**src/rtl/irrigation_pkg.sv**
```systemverilog
// Shared types and default timing constants for the irrigation sensor front end.
package irrigation_pkg;

  typedef enum logic [1:0] {
    IDLE        = 2'b00,
    WAIT_SETTLE = 2'b01,
    CAPTURE     = 2'b10
  } state_t;

  localparam int DEFAULT_STABLE_CYCLES  = 50000;
  localparam int DEFAULT_TIMEOUT_CYCLES = 5000000;
  localparam int DEFAULT_CW             = 23;

endpackage

```
**src/rtl/input_filter.sv**
```systemverilog
// One sensor channel: 2-flop synchroniser followed by a stability debouncer.
module input_filter #(
  parameter int STABLE_CYCLES = 50000,
  parameter int CW            = 23
) (
  input  logic clk,
  input  logic reset,
  input  logic raw,
  output logic synced,
  output logic filtered
);

  logic          meta;
  logic [CW-1:0] count;

  always_ff @(posedge clk or posedge reset) begin
    if (reset) begin
      meta     <= 1'b0;
      synced   <= 1'b0;
      filtered <= 1'b0;
      count    <= '0;
    end else begin
      meta   <= raw;
      synced <= meta;
      // Any return to the filtered value restarts the stability window.
      if (synced == filtered) begin
        count <= '0;
      end else if (count == CW'(STABLE_CYCLES - 1)) begin
        filtered <= synced;
        count    <= '0;
      end else begin
        count <= count + CW'(1);
      end
    end
  end

endmodule

```
**src/rtl/sensor_conditioner.sv**
```systemverilog
// Debounces the three sensor inputs and captures a settled snapshot on request,
// flagging later changes of any filtered channel against the captured value.
module sensor_conditioner
  import irrigation_pkg::*;
#(
  parameter int STABLE_CYCLES  = DEFAULT_STABLE_CYCLES,
  parameter int TIMEOUT_CYCLES = DEFAULT_TIMEOUT_CYCLES,
  parameter int CW             = DEFAULT_CW
) (
  input  logic clk_50mhz,
  input  logic reset,
  input  logic soil_raw,
  input  logic air_raw,
  input  logic temp_raw,
  input  logic sample_req,
  output logic soil_o,
  output logic air_o,
  output logic temp_o,
  output logic sample_valid,
  output logic sample_stale,
  output logic busy,
  output logic change_pulse
);

  logic soil_sync, air_sync, temp_sync;
  logic soil_filt, air_filt, temp_filt;

  input_filter #(.STABLE_CYCLES(STABLE_CYCLES), .CW(CW)) u_soil (
    .clk(clk_50mhz), .reset(reset), .raw(soil_raw), .synced(soil_sync), .filtered(soil_filt)
  );
  input_filter #(.STABLE_CYCLES(STABLE_CYCLES), .CW(CW)) u_air (
    .clk(clk_50mhz), .reset(reset), .raw(air_raw), .synced(air_sync), .filtered(air_filt)
  );
  input_filter #(.STABLE_CYCLES(STABLE_CYCLES), .CW(CW)) u_temp (
    .clk(clk_50mhz), .reset(reset), .raw(temp_raw), .synced(temp_sync), .filtered(temp_filt)
  );

  logic settled;
  assign settled = (soil_sync == soil_filt) && (air_sync == air_filt) && (temp_sync == temp_filt);

  state_t        state, state_next;
  logic [CW-1:0] timeout_count, timeout_next;
  logic          stale_q, stale_d;

  always_comb begin
    state_next   = state;
    timeout_next = timeout_count;
    stale_d      = stale_q;
    case (state)
      IDLE: begin
        if (sample_req) begin
          state_next   = WAIT_SETTLE;
          timeout_next = '0;
        end
      end
      WAIT_SETTLE: begin
        if (settled) begin
          state_next = CAPTURE;
          stale_d    = 1'b0;
        end else if (timeout_count == CW'(TIMEOUT_CYCLES - 1)) begin
          state_next = CAPTURE;
          stale_d    = 1'b1;
        end else begin
          timeout_next = timeout_count + CW'(1);
        end
      end
      CAPTURE: state_next = IDLE;
      default: state_next = IDLE;
    endcase
  end

  always_ff @(posedge clk_50mhz or posedge reset) begin
    if (reset) begin
      state         <= IDLE;
      timeout_count <= '0;
      stale_q       <= 1'b0;
    end else begin
      state         <= state_next;
      timeout_count <= timeout_next;
      stale_q       <= stale_d;
    end
  end

  assign busy = (state != IDLE);

  // armed: a capture has happened and no change has been reported since.
  logic armed;
  logic differs;
  assign differs = (soil_filt != soil_o) || (air_filt != air_o) || (temp_filt != temp_o);

  always_ff @(posedge clk_50mhz or posedge reset) begin
    if (reset) begin
      soil_o       <= 1'b0;
      air_o        <= 1'b0;
      temp_o       <= 1'b0;
      sample_valid <= 1'b0;
      sample_stale <= 1'b0;
      change_pulse <= 1'b0;
      armed        <= 1'b0;
    end else begin
      sample_valid <= 1'b0;
      change_pulse <= 1'b0;
      if (state == CAPTURE) begin
        soil_o       <= soil_filt;
        air_o        <= air_filt;
        temp_o       <= temp_filt;
        sample_valid <= 1'b1;
        sample_stale <= stale_q;
        armed        <= 1'b1;
      end else if (state == IDLE && armed && differs) begin
        change_pulse <= 1'b1;
        armed        <= 1'b0;
      end
    end
  end

endmodule
```
**config.mk**
```make
export PLATFORM = sky130hd
export DESIGN_NAME = sensor_conditioner
export DESIGN_NICKNAME = d
export VERILOG_FILES = /design/src/rtl/irrigation_pkg.sv /design/src/rtl/input_filter.sv /design/src/rtl/sensor_conditioner.sv
export SDC_FILE = /design/constraint.sdc
export NUM_CORES = 1
export LEC_CHECK = 0
export BUFFER_PORTS_ARGS = -buffer_cell sky130_fd_sc_hd__buf_2
export CORE_MARGIN = 2
export CORE_UTILIZATION = 35
export CTS_BUF_LIST = sky130_fd_sc_hd__clkbuf_16
export CTS_CLUSTER_DIAMETER = 50
export DETAILED_ROUTE_END_ITERATION = 8
export GPL_TIMING_DRIVEN = 0
export PLACE_DENSITY = 0.59
export SYNTH_ARGS = -nofsm -noshare
export SYNTH_HDL_FRONTEND = slang
export SYNTH_HIERARCHICAL = 1
export SYNTH_SLANG_ARGS = --single-unit
```
**constraint.sdc**
```tcl
create_clock -name clk_50mhz -period 2.4 [get_ports clk_50mhz]
set_input_delay 0.36 -clock clk_50mhz [delete_from_list [all_inputs] [get_ports clk_50mhz]]
set_output_delay 0.36 -clock clk_50mhz [all_outputs]
set_load 0.02 [all_outputs]
```
==> metrics.txt, run 1 <==
Crit Path Max Fanout=10; kind of start point of the critical path=flop; mean post-synth cell area=a little under 10 sq um; Max Clk Rate=453 MHz; Synth Register Bits=111; Util after Layout=0.400; clock latency on the worst-skew pair=0.36 ns; GRT Util Overall=0.145; CTS tree=yes; most frequent cell after synthesis=dfrtp_1; total wire length=11.9 mm; critical path's top delay family=simple AND/OR/NAND/NOR gates; Setup-failing EPs final=0; crit path buf inv count=2; IO Pins=13; CTS root buf=clkbuf_16; Yosys cell types=55; Hold Path Class=in -> async; die area=~17000 sq um; adder-cell share of the synthesized area=0.00875; Netlist Area Pre-Place=between 5000 and 6000 sq um; H-tree depth=3; first-pass GRT wire length=~21 mm; crit path time final=2.21 ns; delay of the slowest critical-path stage=0.56 ns; Gate Count Post-Synth=579; Req. time, crit path=2.68 ns; Synth Area in XOR/XNOR=0.0735; post-synthesis sequential area ratio=0.485; Tcrit/Tclk final=0.920; row count=46; P_leak=2.59 nW; Reg clk slew, reported paths=0.07 ns; filler cell count=about 1600; Die H=approximately 130 um; maximum clock insertion buffer count=2; max cap viols=0; antenna violations before repair=0; Simple-Gate Fraction of Synth Area=0.248; vias in the first global route=4418; EDFF count, synth=0; P&R area growth vs syn=11.4%; Post-Syn Nets=589; Initial DRT Pass Iterations=4; RSZ-0062 raised after global routing=false; share of cells above drive strength 1=0.138; Peak VDD IR=0.330 mV; Synth Flop Type=dfrtp_1; CTS Buf Count=9; dpl cells=a little over 800; share of the synthesized area in the top cell type=0.485; IO buf count=12; core area=~16000 sq um; yosys warns=6; Clock Skews=approximately 0.0083 ns; Starting Density=0.359; largest cells by area after synthesis=dfrtp_1, xnor2_1, nor2_1, a21oi_1, nand4_1; DR vias=about 4400; Synth area leader=dfrtp_1; Rel. slew slack=0.326; Max Transition Viols Final=0; mux contribution to synthesized area=0.0243; grt total ovfl=0; status=complete, no violations; WS Path Type=reg -> reg; # diodes=0; async set-reset flop share out of synthesis=1.00; nets=613; Die Wd=132 um; most frequent cells after synthesis=dfrtp_1, nor2_1, xnor2_1, a21oi_1, nand3_1; Sum Neg Setup Slack=0 ns; post-DR vias/cell=about 5.3; actual slew at the worst max-slew pin=1.01 ns; ANT nets after route=0; pin count of the biggest net entering global routing=34; critical path's slowest cell=or4b_4; worst-path cell chain=or4b_4 -> nor4_4 -> a211o_1 -> buf_4 -> buf_6 -> a21oi_1 -> mux2i_1; crit end category=flop; drt drc=0; initial drt markers=353; Final GP Congestion=0.805; Hold Fails Final Rpt=0; Post-DP HPWL=slightly above 8 mm; Post-Layout Cell Count=approximately 820; routed len/inst=14.4 um; power per cell area=660 nW/um^2; crit path DAT=2.49 ns; largest family of logic cells by synthesized area=simple AND/OR/NAND/NOR gates; CTS Sinks=roughly 110; complex-gate fraction of the synthesized area=0.119
## sequential cells by signal (all words and copies together) (netlist names), 2 cells and up
name	cells
u_soil/count	23
u_temp/count	23
timeout_count	23
u_air/count	23
state	2
## per-stage QoR
step | hold slack, ns | worst slack, ns | power [mW] | cell area (sq um)
global route | 0.0856 | 0.0394 | 4.44 | 6370
floorplan | 0.331 | 0.414 | 2.63 | 5720
finish | 0.0522 | 0.192 | 4.21 | 6370
detailed placement | 0.346 | 0.0467 | 2.84 | 6050
global placement | 0.365 | 0.0675 | 2.83 | 6050
CTS | 0.0871 | 0.0248 | 4.26 | 6320
## path summary, 6_finish.rpt
kind                                   start                 to  slack (ns)  cells past startpoint
max                        timeout_count[16]  timeout_count[19]        0.19                      7
max reg2reg                timeout_count[16]  timeout_count[19]        0.19                      7
min reg2reg                      u_temp/meta      u_temp/synced        0.35                      0
min in group clk_50mhz              soil_raw        u_soil/meta        0.10                      1
max in group asynchronous              reset   u_soil/count[19]        1.50                      2
min                                    reset              air_o        0.05                      2
## layout by cell type, fill, tap and decap left out, types with 17 or more instances in the layout
cell / count
nand2_1: 25
buf_2: 26
a21oi_1: 31
nand3_1: 26
dfrtp_1: 111
xnor2_1: 36
nor4_1: 17
nand4_1: 22
nor2_1: 59
inv_1: 24
## logic make-up after synthesis
kind of cell / count (synthesis)
buffers and inverters: 52
AO/OA/AOI/OAI: 106
AND/OR/NAND/NOR: 245
adder cells (fa/ha/maj): 4
flip-flops: 111
XOR/XNOR: 48
multiplexers: 13
## routing by layer
metal	GRT usage	vias to the layer above	share of wire
met1	0.185	2166	0.47
met4	0.0513	0	0.0077
met5	0	-	0
li1	-	2161	-
met3	0.0415	7	0.039
met2	0.236	48	0.49
## report_power, final
group	internal (mW)	switching, mW
Combinational	0.269	0.487
Clock	0.705	0.686
Sequential	1.95	0.106
## what timing repair did
action	in CTS	in global routing
gates resized for setup	0	5
hold buffers	0	0
setup endpoints to repair	0	19
endpoints found under the hold margin	0	0
buffers inserted	0	0
## layout make-up
cell class / instances / area (sq um) / share of cell area
Inverter: 24 / 90.1 / 0.0141
Buffer: 28 / 143 / 0.0224
Clock buffer: 9 / 225 / 0.0353
Multi-Input combinational cell: 416 / 2730 / 0.429
Tap cell: 216 / 270 / 0.0424
Sequential cell: 111 / 2780 / 0.436
Clock inverter: 7 / 46.3 / 0.00726
Timing Repair Buffer: 13 / 87.6 / 0.0137
Power figures use the tool's default switching activity.
==> run 2, diff against run 1 <==
- SETUP_SLACK_MARGIN: not set -> 0.4
==> metrics.txt, run 2 (synthesized netlist as in run 1, its figures left out) <==
status=complete, no violations; P&R area growth vs syn=21.5%; internal power=3.16 mW (+7.9%); sequential group share of total power=0.449 (-0.041); GRT Util Overall=0.151 (+0.00603); Crit Path Max Fanout=10 (unchanged); Req. time, crit path=2.64 ns (-0.04 ns); Peak VDD IR=0.340 mV (+3.2%); area of the multi-input gates=2930 sq um (+7.2%); Hold Fails Final Rpt=0 (unchanged); reg2reg setup slack=0.30 ns (+0.11 ns); CTS Sinks=111 (unchanged); crit end category=flop; CTS tree=yes; Final GP Congestion=0.805 (unchanged); CTS Buf Count=9 (unchanged); dpl cells=807 (unchanged); maximum clock insertion buffer count=2 (unchanged); filler cell count=1547 (-2.5%); crit path DAT=2.34 ns (-0.15 ns); Clock Power Share=0.307 (-0.024); nets=652 (+6.4%); WS Path Type=reg -> reg; worst setup path startpoint=timeout_count[15]; IO Pins=13 (unchanged); Initial DRT Pass Iterations=5 (+1); Clock Skews=0.00960 ns (+0.00131 ns); actual slew at the worst max-slew pin=1.00 ns (-0.00658 ns); Switching Power=1.42 mW (+11%); critical path's top delay family=simple AND/OR/NAND/NOR gates; first-pass GRT wire length=21.8 mm (+4.0%); total wire length=12.9 mm (+9.1%); clock latency on the worst-skew pair=0.36 ns (about the same); # diodes=0 (unchanged); row count=46 (unchanged); kind of start point of the critical path=flop; routed len/inst=15.0 um (+4.2%); power per cell area=659 nW/um^2 (-0.20%); drt drc=0 (unchanged); sw frac=0.310 (+0.00601); DR vias=4620 (+5.4%); Die H=132 um (unchanged); die area=17400 sq um (unchanged); worst-path cell chain=or4_4 -> nor4_4 -> buf_4 -> a211oi_4 -> clkbuf_8 -> a22o_1; P_leak=2.83 nW (+9.0%); Sum Neg Setup Slack=0 ns (unchanged); Die Wd=132 um (unchanged); initial drt markers=337 (-4.5%); worst reg2reg startpoint=timeout_count[15]; CTS root buf=clkbuf_16; Tcrit/Tclk final=0.875 (-0.0451); cts hold-fix bufs=0 (unchanged); Rel. slew slack=0.330 (+0.00439); post-DR vias/cell=5.35 (+0.67%); GR Util met1=0.191 (+0.00670); ANT nets after route=0 (unchanged); Max Clk Rate=476 MHz (+5.2%); Register Area=2790 sq um (+0.41%); Post-Layout Cell Count=863 (+4.7%); crit path buf inv count=2 (unchanged); Max Transition Viols Final=0 (unchanged); busiest grt layer=met2; delay of the slowest critical-path stage=0.55 ns (about the same); crit path time final=2.10 ns (-0.108 ns); core area=15900 sq um (unchanged); vias in the first global route=4600 (+4.1%); most frequent cells in the layout=dfrtp_1, nor2_1, buf_4; Reg clk slew, reported paths=0.07 ns (about the same); Post-DP HPWL=8.26 mm (unchanged); critical path's slowest cell=or4_4; RSZ-0062 raised after global routing=true; Hold Path Class=in -> async; IO buf count=12 (unchanged); Comb power frac=0.244 (+0.064); max cap viols=0 (unchanged); Starting Density=0.359 (unchanged); pin count of the biggest net entering global routing=34 (unchanged); grt total ovfl=0 (unchanged); Setup-failing EPs final=0 (unchanged); met2 usage=0.245 (+0.00868); antenna violations before repair=0 (unchanged); share of cells above drive strength 1=0.249 (+0.111); GR Util met3=0.0438 (+0.00231); commonest non-fill, non-tap cell in the layout=dfrtp_1; H-tree depth=3 (unchanged)
-- run 2: changes by cell type in the layout (fill, tap and decap cells not counted), sizes merged --
| cell | before | now |
|---|---|---|
| buf | 31 | 69 |
| clkbuf | 19 | 20 |
-- run 2: path summary, 6_finish.rpt --
kind / end / cells after the start
max in group asynchronous: u_temp/count[4] / 2
hold reg to reg: u_temp/synced / 0
setup reg to reg: timeout_count[9] / 6
min in group clk_50mhz: u_soil/meta / 1
setup / recovery: timeout_count[9] / 6
hold / removal: timeout_count[2] / 2
-- run 2: per-layer routing --
layer | routed length (um) | vias up
met5 | 0 | -
met4 | 161 | 0
met3 | 496 | 14
met2 | 6390 | 67
met1 | 5890 | 2307
li1 | - | 2232
-- run 2: worst register-to-register path, cell delays in order (launching register included) --
cell	delay (ns)
dfrtp_2	0.42
or4_4	0.55
nor4_4	0.33
buf_4	0.19
a211oi_4	0.08
clkbuf_8	0.21
a22o_1	0.20
-- run 2: layout make-up --
| cell class | count | share of cell area |
|---|---|---|
| clock buffer | 9 | 0.0324 |
| clock inverter | 7 | 0.00666 |
| timing repair buffer | 52 | 0.0589 |
| sequential | 111 | 0.401 |
| buffer | 28 | 0.0275 |
| multi-input combinational | 416 | 0.422 |
| tap | 216 | 0.0389 |
| inverter | 24 | 0.0130 |
-- run 2: power by group through the flow --
| stage | combinational (mW) | clock (mW) | sequential [mW] |
|---|---|---|---|
| 2_1_floorplan | 0.564 | 0 | 2.07 |
| 3_3_place_gp | 0.743 | 0 | 2.09 |
| 3_5_place_dp | 0.753 | 0 | 2.09 |
| 4_1_cts | 0.931 | 1.45 | 2.04 |
| 5_1_grt | 1.22 | 1.51 | 2.07 |
| 6_report | 1.12 | 1.41 | 2.06 |
-- run 2: repair_timing --
action / in CTS / in global routing
endpoints found under the setup margin: 87 / 62
cloned: 1 / 2
gates resized for setup: 40 / 40
buffers inserted: 15 / 21
pin swaps: 13 / 13
-- run 2: metrics by stage --
step | hold WS, ns | utilization | instance area, sq um | setup slack, ns | total power [mW]
after floorplan | 0.331 | - | 5720 | 0.414 | 2.63
after global placement | 0.365 | 0.380 | 6050 | 0.0675 | 2.83
after detailed placement | 0.346 | 0.380 | 6050 | 0.0467 | 2.84
after CTS | 0.0871 | 0.415 | 6610 | 0.319 | 4.43
after global routing | 0.0839 | 0.436 | 6950 | 0.218 | 4.81
final | 0.0490 | 0.436 | 6950 | 0.301 | 4.58
